## src/rtl/spell_mem_initiator.sv

```systemverilog
// Single-outstanding memory initiator bridging a core request port to a spell-memory responder.
// Optional abort-on-timeout is enabled by defining SPELL_MEM_TIMEOUT_EN.
module spell_mem_initiator #(
  parameter int unsigned TIMEOUT_CYCLES = 8'd255
) (
  input  logic       clk,
  input  logic       rst_n,
  input  logic       req_valid,
  output logic       req_ready,
  input  logic       req_write,
  input  logic       req_data_type,
  input  logic [7:0] req_addr,
  input  logic [7:0] req_wdata,
  output logic       rsp_valid,
  output logic [7:0] rsp_rdata,
  output logic       rsp_error,
  output logic       mem_select,
  output logic [7:0] mem_addr,
  output logic [7:0] mem_data_in,
  output logic       mem_memory_type_data,
  output logic       mem_write,
  input  logic [7:0] mem_data_out,
  input  logic       mem_data_ready
);

  localparam int unsigned AW  = 8;
  localparam int unsigned DW  = 8;
  localparam int unsigned CW  = 8;

  typedef enum logic [1:0] {IDLE, ACCESS, RESP} state_t;

  if (TIMEOUT_CYCLES < 1 || TIMEOUT_CYCLES > 255) begin : g_bad_timeout
    $error("TIMEOUT_CYCLES must be in 1..255");
  end

  state_t          state, state_nxt;
  logic [AW-1:0]   mem_addr_nxt;
  logic [DW-1:0]   mem_data_in_nxt;
  logic            mem_type_nxt;
  logic            mem_write_nxt;
  logic [DW-1:0]   rsp_rdata_nxt;

`ifdef SPELL_MEM_TIMEOUT_EN
  logic [CW-1:0]   cnt, cnt_nxt;
  logic            rsp_error_q, rsp_error_nxt;
  assign rsp_error = rsp_error_q;
`else
  assign rsp_error = 1'b0;
`endif

  assign req_ready = (state == IDLE);

  // Next-state and next-value decode
  always_comb begin
    state_nxt       = state;
    mem_addr_nxt    = mem_addr;
    mem_data_in_nxt = mem_data_in;
    mem_type_nxt    = mem_memory_type_data;
    mem_write_nxt   = mem_write;
    rsp_rdata_nxt   = rsp_rdata;
`ifdef SPELL_MEM_TIMEOUT_EN
    cnt_nxt         = cnt;
    rsp_error_nxt   = rsp_error_q;
`endif
    case (state)
      IDLE: begin
        if (req_valid) begin
          mem_addr_nxt    = req_addr;
          mem_data_in_nxt = req_wdata;
          mem_type_nxt    = req_data_type;
          mem_write_nxt   = req_write;
`ifdef SPELL_MEM_TIMEOUT_EN
          cnt_nxt         = CW'(0);
`endif
          state_nxt       = ACCESS;
        end
      end
      ACCESS: begin
        if (mem_data_ready) begin
          if (!mem_write) rsp_rdata_nxt = mem_data_out;
`ifdef SPELL_MEM_TIMEOUT_EN
          rsp_error_nxt = 1'b0;
`endif
          state_nxt = RESP;
        end
`ifdef SPELL_MEM_TIMEOUT_EN
        else begin
          // Saturating count; completion above takes priority over abort
          if (cnt != {CW{1'b1}}) cnt_nxt = cnt + CW'(1);
          if (cnt == CW'(TIMEOUT_CYCLES)) begin
            rsp_error_nxt = 1'b1;
            state_nxt     = RESP;
          end
        end
`endif
      end
      RESP:    state_nxt = IDLE;
      default: state_nxt = IDLE;
    endcase
  end

  // State and output registers; select/valid track the state being entered
  always_ff @(posedge clk or negedge rst_n) begin
    if (!rst_n) begin
      state                <= IDLE;
      mem_select           <= 1'b0;
      mem_addr             <= '0;
      mem_data_in          <= '0;
      mem_memory_type_data <= 1'b0;
      mem_write            <= 1'b0;
      rsp_valid            <= 1'b0;
      rsp_rdata            <= '0;
`ifdef SPELL_MEM_TIMEOUT_EN
      cnt                  <= '0;
      rsp_error_q          <= 1'b0;
`endif
    end else begin
      state                <= state_nxt;
      mem_select           <= (state_nxt == ACCESS);
      mem_addr             <= mem_addr_nxt;
      mem_data_in          <= mem_data_in_nxt;
      mem_memory_type_data <= mem_type_nxt;
      mem_write            <= mem_write_nxt;
      rsp_valid            <= (state_nxt == RESP);
      rsp_rdata            <= rsp_rdata_nxt;
`ifdef SPELL_MEM_TIMEOUT_EN
      cnt                  <= cnt_nxt;
      rsp_error_q          <= rsp_error_nxt;
`endif
    end
  end

endmodule

```

## config.mk

```make
export PLATFORM = sky130hd
export DESIGN_NAME = spell_mem_initiator
export DESIGN_NICKNAME = d
export VERILOG_FILES = /design/src/rtl/spell_mem_initiator.sv
export SDC_FILE = /design/constraint.sdc
export NUM_CORES = 1
export LEC_CHECK = 0
export BUFFER_PORTS_ARGS = -buffer_cell sky130_fd_sc_hd__clkbuf_2
export CAP_MARGIN = 10
export CORE_MARGIN = 10
export CORE_UTILIZATION = 40
export DETAILED_ROUTE_END_ITERATION = 10
export PLACE_DENSITY = 0.75
export SLEW_MARGIN = 20
export SYNTH_ARGS = -nofsm -noshare
export SYNTH_HDL_FRONTEND = slang
export SYNTH_SLANG_ARGS = --single-unit
```

## constraint.sdc

```tcl
create_clock -name clk -period 1.35 [get_ports clk]
set_clock_uncertainty 0.05 [all_clocks]
set_input_delay 0.27 -clock clk [delete_from_list [all_inputs] [get_ports clk]]
set_output_delay 0.27 -clock clk [all_outputs]
set_load 0.05 [all_outputs]
```

# ---- Word-level counts from Yosys, hierarchy flattened
# Cells that the tools add are included.
dict set report totals {
  regBits 30
  in_bits 30
  elab_cells 18
}
dict set report classes {
  eq_ne 3
  mux 3
  bitwise_logic 1
  reduce_logical 3
}
# op count
set op_table {}
lappend op_table {{$eq 2x1->1 const B} 2}
lappend op_table {{$mux 2} 2}
lappend op_table {{$pmux 2 s2} 1}
lappend op_table {{$reduce_and 3->1} 1}
lappend op_table {{$eq 2x2->1 const B} 1}
lappend op_table {{$logic_not 2->1} 1}
lappend op_table {{$reduce_and 2->1} 1}
lappend op_table {{$not 1->1} 1}

# ---- Depth between registers and ports, before layout
dict set report logic_depth {
  depth_word 3
  depth_mapped 4
  ltp_nobuf 2
}

# ---- Least setup slack after synthesis
# OpenSTA, ideal clock, no wires.
dict set report synth_timing {
  kind {reg-to-reg}
  startpoint {register mem_write}
  endpoint {register rsp_rdata[0]}
  setup_time_ps 125
  arrival_ps 1344
  t_required_ps 1175
  slack_ps -169
  stages_incl_launch_ff 4
  period_less_slack_ps 1519
  cell_sequence {dfrtp_1 and4bb_1 buf_6 mux2_4}
}
dict set report synth_via {
  elab_chain_cells 2
}
# element line_no
set synth_lines {}
lappend synth_lines {{from (decl)} 21} ;# output logic mem_write,
lappend synth_lines {{from (signal assigned)} 123} ;# mem_write <= mem_write_nxt;
lappend synth_lines {{$not 1->1 (no line)} -}
lappend synth_lines {{$reduce_and 3->1 (no line)} -}
lappend synth_lines {{to (signal assigned)} 125} ;# rsp_rdata <= rsp_rdata_nxt;
lappend synth_lines {{to (decl)} 15} ;# output logic [7:0] rsp_rdata,
# Every way passes these cells.
# A chain may end at the register's enable or synchronous reset.

# ---- Worst setup path after layout
dict set report layout_timing {
  startpoint {register state[0]}
  endpoint {register mem_addr[6]}
}
dict set report layout_via {
  elab_chain_cells 2
}
# element line_no
set layout_lines {}
lappend layout_lines {{from (decl)} 36} ;# state_t state, state_nxt;
lappend layout_lines {{from (signal assigned)} 118} ;# state <= state_nxt;
lappend layout_lines {{$logic_not 2->1} 65} ;# case (state)
lappend layout_lines {{$reduce_and 2->1 (no line)} -}
lappend layout_lines {{to (signal assigned)} 120} ;# mem_addr <= mem_addr_nxt;
lappend layout_lines {{to (decl)} 18} ;# output logic [7:0] mem_addr,
# Every way passes these cells.

==> summary.md <==
| Metric | Value |
|---|---|
| Outcome | finished with violations |
| Violated checks | negative setup slack |
| Final period util | 1.09 |
| Power per cell area | 2670 nW/um^2 |
| CP Max Fanout | 18 |
| Clock slew seen by the registers of the worst setup and hold paths | 0.09 ns |
| Non-Filler Instances | 174 |
| Initial drt markers | 25 |
| Placed Cells | 163 |
| Hold_ws | 0.128 ns |
| First-pass GRT wire length | 4350 um |
| Avg WL per Cell | 16.0 um |
| Required @ worst endpoint | 1.50 ns |
| Gp weighted congestion | 0.675 |
| GRT Overall Usage | 0.105 |
| CTS buffer count | 5 |
| Met2 Use GR | 0.167 |
| Gr ovfl total | 0 |
| CTS tree | done |
| Worst Path Arrival | 1.62 ns |
| YS warnings | 0 |
| Tmin final | 1.47 ns |
| Final nets | 170 |
| RSZ-0062 raised after global routing | true |
| First-pass iteration count of the detailed router | 2 |
| Mapped Cells | 71 |
| Via count of the first global-routing pass | 916 |
| Die X | 75.4 um |
| Yosys reg bits | 30 |
| Layout area overhead | 39.2% |
| Startpoint types | register |
| Longest Clk Path Bufs | 2 |
| Die Area | 5680 um^2 |
| DR vias/cell | 4.75 |
| Final setup violation count | 27 |
| Worst-Skew Late Latency | 0.31 ns |
| MaxCap Viol Count | 0 |
| CP endpoint kind | register |
| Vias | 826 |
| Core Rows | 20 |
| Initial Util | 0.409 |
| Routed WL | 2790 um |
| ANT nets after route | 0 |
| IR drop worst, VDD | 1.18 mV |
| GR Util met3 | 0.0443 |
| Antenna violations before repair | 0 |
| Post-route setup slack | -0.120 ns |
| Sink Count | 30 |
| GRT busiest layer | met2 |
| Final hold vios | 0 |
| Hpwl dp | 2190 um |
| I/O Pins | 60 |
| Layout cells sized above 1 | 0.716 |
| Fmax | 680 MHz |
| Tot Pwr | 0.00456 W |
| Root buf cell | clkbuf_4 |
| Cell variety after synth | 13 |
| H-tree Lvls | 2 |
| Critical path class | reg2reg |
| Synthesized area | 1230 um^2 |
| Die Y | 75.4 um |
| # fillers | 251 |
| Ant. Diodes | 0 |
| Largest net degree at the start of global routing | 19 |
| Seq/Total Area, Yosys | 0.612 |
| Post-Syn Area per Cell | 17.3 um^2 |
| # DRC | 0 |
| Fin. max-slew vios | 0 |
| Lkg Pwr | 0.888 nW |
| Synthesized Nets | 101 |
| Port Buffers | 58 |
| CORE AREA | 3000 um^2 |
| HP Class | in2reg |
| Final TNS setup | -2.47 ns |
| Met1 Use GR | 0.110 |
cell families (layout without fill, tap and decap cells):
| logic type | count (synthesis) | in the layout | share of synthesized area |
|---|---|---|---|
| and+or+nand+nor | 8 | 8 | 0.0428 |
| muxes | 26 | 26 | 0.294 |
| other | 1 | 1 | 0.00306 |
| buffers and inverters | 4 | 74 | 0.0408 |
| DFF | 30 | 30 | 0.612 |
| AOI/OAI and AO/OA | 2 | 2 | 0.00816 |
routing by layer:
| metal | vias up | share of wire |
|---|---|---|
| met5 | - | 0 |
| met4 | 0 | 0.012 |
| met3 | 2 | 0.093 |
| met2 | 38 | 0.50 |
| met1 | 402 | 0.39 |
| li1 | 384 | - |
power breakdown:
group | internal, W | switching, W | leakage [nW] | total, W
Clock | 0.000252 | 0.000283 | 0.0353 | 0.000535
Combinational | 0.000840 | 0.00173 | 0.497 | 0.00257
Sequential | 0.00126 | 0.000194 | 0.355 | 0.00146
Total | 0.00236 | 0.00221 | 0.888 | 0.00456
repair_timing:
| item | CTS | global route |
|---|---|---|
| setup endpoints to repair | 21 | 33 |
| hold buffers | 1 | 0 |
| gates resized for setup | 6 | 9 |
| cloned | 0 | 0 |
| pin swaps | 2 | 0 |
| buffers inserted | 2 | 0 |
| hold endpoints to repair | 13 | 0 |
flip-flops by register name, summed over array words and instances (netlist names):
name,cells
mem_data_in,8
mem_write,1
state,2
mem_memory_type_data,1
mem_select,1
rsp_valid,1
mem_addr,8
rsp_rdata,8
placed cells by master, fill, tap and decap left out, drive strengths merged:
| cell type | n |
|---|---|
| clkbuf | 58 |
| dfrtp | 30 |
| mux2 | 26 |
| buf | 14 |
| nor2 | 3 |
| nand2b | 2 |
| a21oi | 2 |
| nand2 | 1 |
| nor3b | 1 |
| and4bb | 1 |
| conb | 1 |
| clkinv | 1 |
| dlygate4sd3 | 1 |
final timing paths:
path                       slack, ns  depth (start not counted)           start              to
max                            -0.12                          4        state[0]     mem_addr[6]
max reg2reg                    -0.12                          4        state[0]     mem_addr[6]
min in group asynchronous       0.35                          2           rst_n       rsp_valid
min reg2reg                     0.47                          1  mem_data_in[5]  mem_data_in[5]
max in group asynchronous       0.48                          3           rst_n    rsp_rdata[2]
min                             0.13                          2     req_addr[1]     mem_addr[1]
cell type report:
cell class | instances | area, um^2 | area share
Multi-Input combinational cell | 37 | 444 | 0.260
Tap cell | 33 | 41.3 | 0.0242
Clock buffer | 7 | 55.1 | 0.0322
Clock inverter | 1 | 5.00 | 0.00293
Timing Repair Buffer | 66 | 412 | 0.241
Sequential cell | 30 | 752 | 0.440
Yosys cell counts:
master    count  area [um^2]
nand2_1       1         3.75
mux2_2        8         90.1
nor3b_2       1         12.5
mux2_4       18          270
buf_12        1         20.0
buf_6         2         22.5
buf_4         1         7.51
nor2_1        3         11.3
nand2b_1      2         12.5
conb_1        1         3.75
a21oi_1       2         10.0
and4bb_1      1         12.5
dfrtp_1      30          751
worst max-delay path, cell delays in order (launching register included):
cell	delay [ns]
dfrtp_1	0.41
buf_6	0.13
nor3b_4	0.21
buf_12	0.20
mux2_2	0.35
stage by stage:
stage | utilization | setup WS (ns) | cell area, um^2
after floorplan | - | -0.0615 | 1230
after global placement | 0.530 | 0.0102 | 1590
after detailed placement | 0.530 | -0.0239 | 1590
after CTS | 0.566 | -0.125 | 1700
after global routing | 0.569 | -0.192 | 1710
final | 0.569 | -0.120 | 1710
No activity file was read; power rests on OpenSTA's default activity.
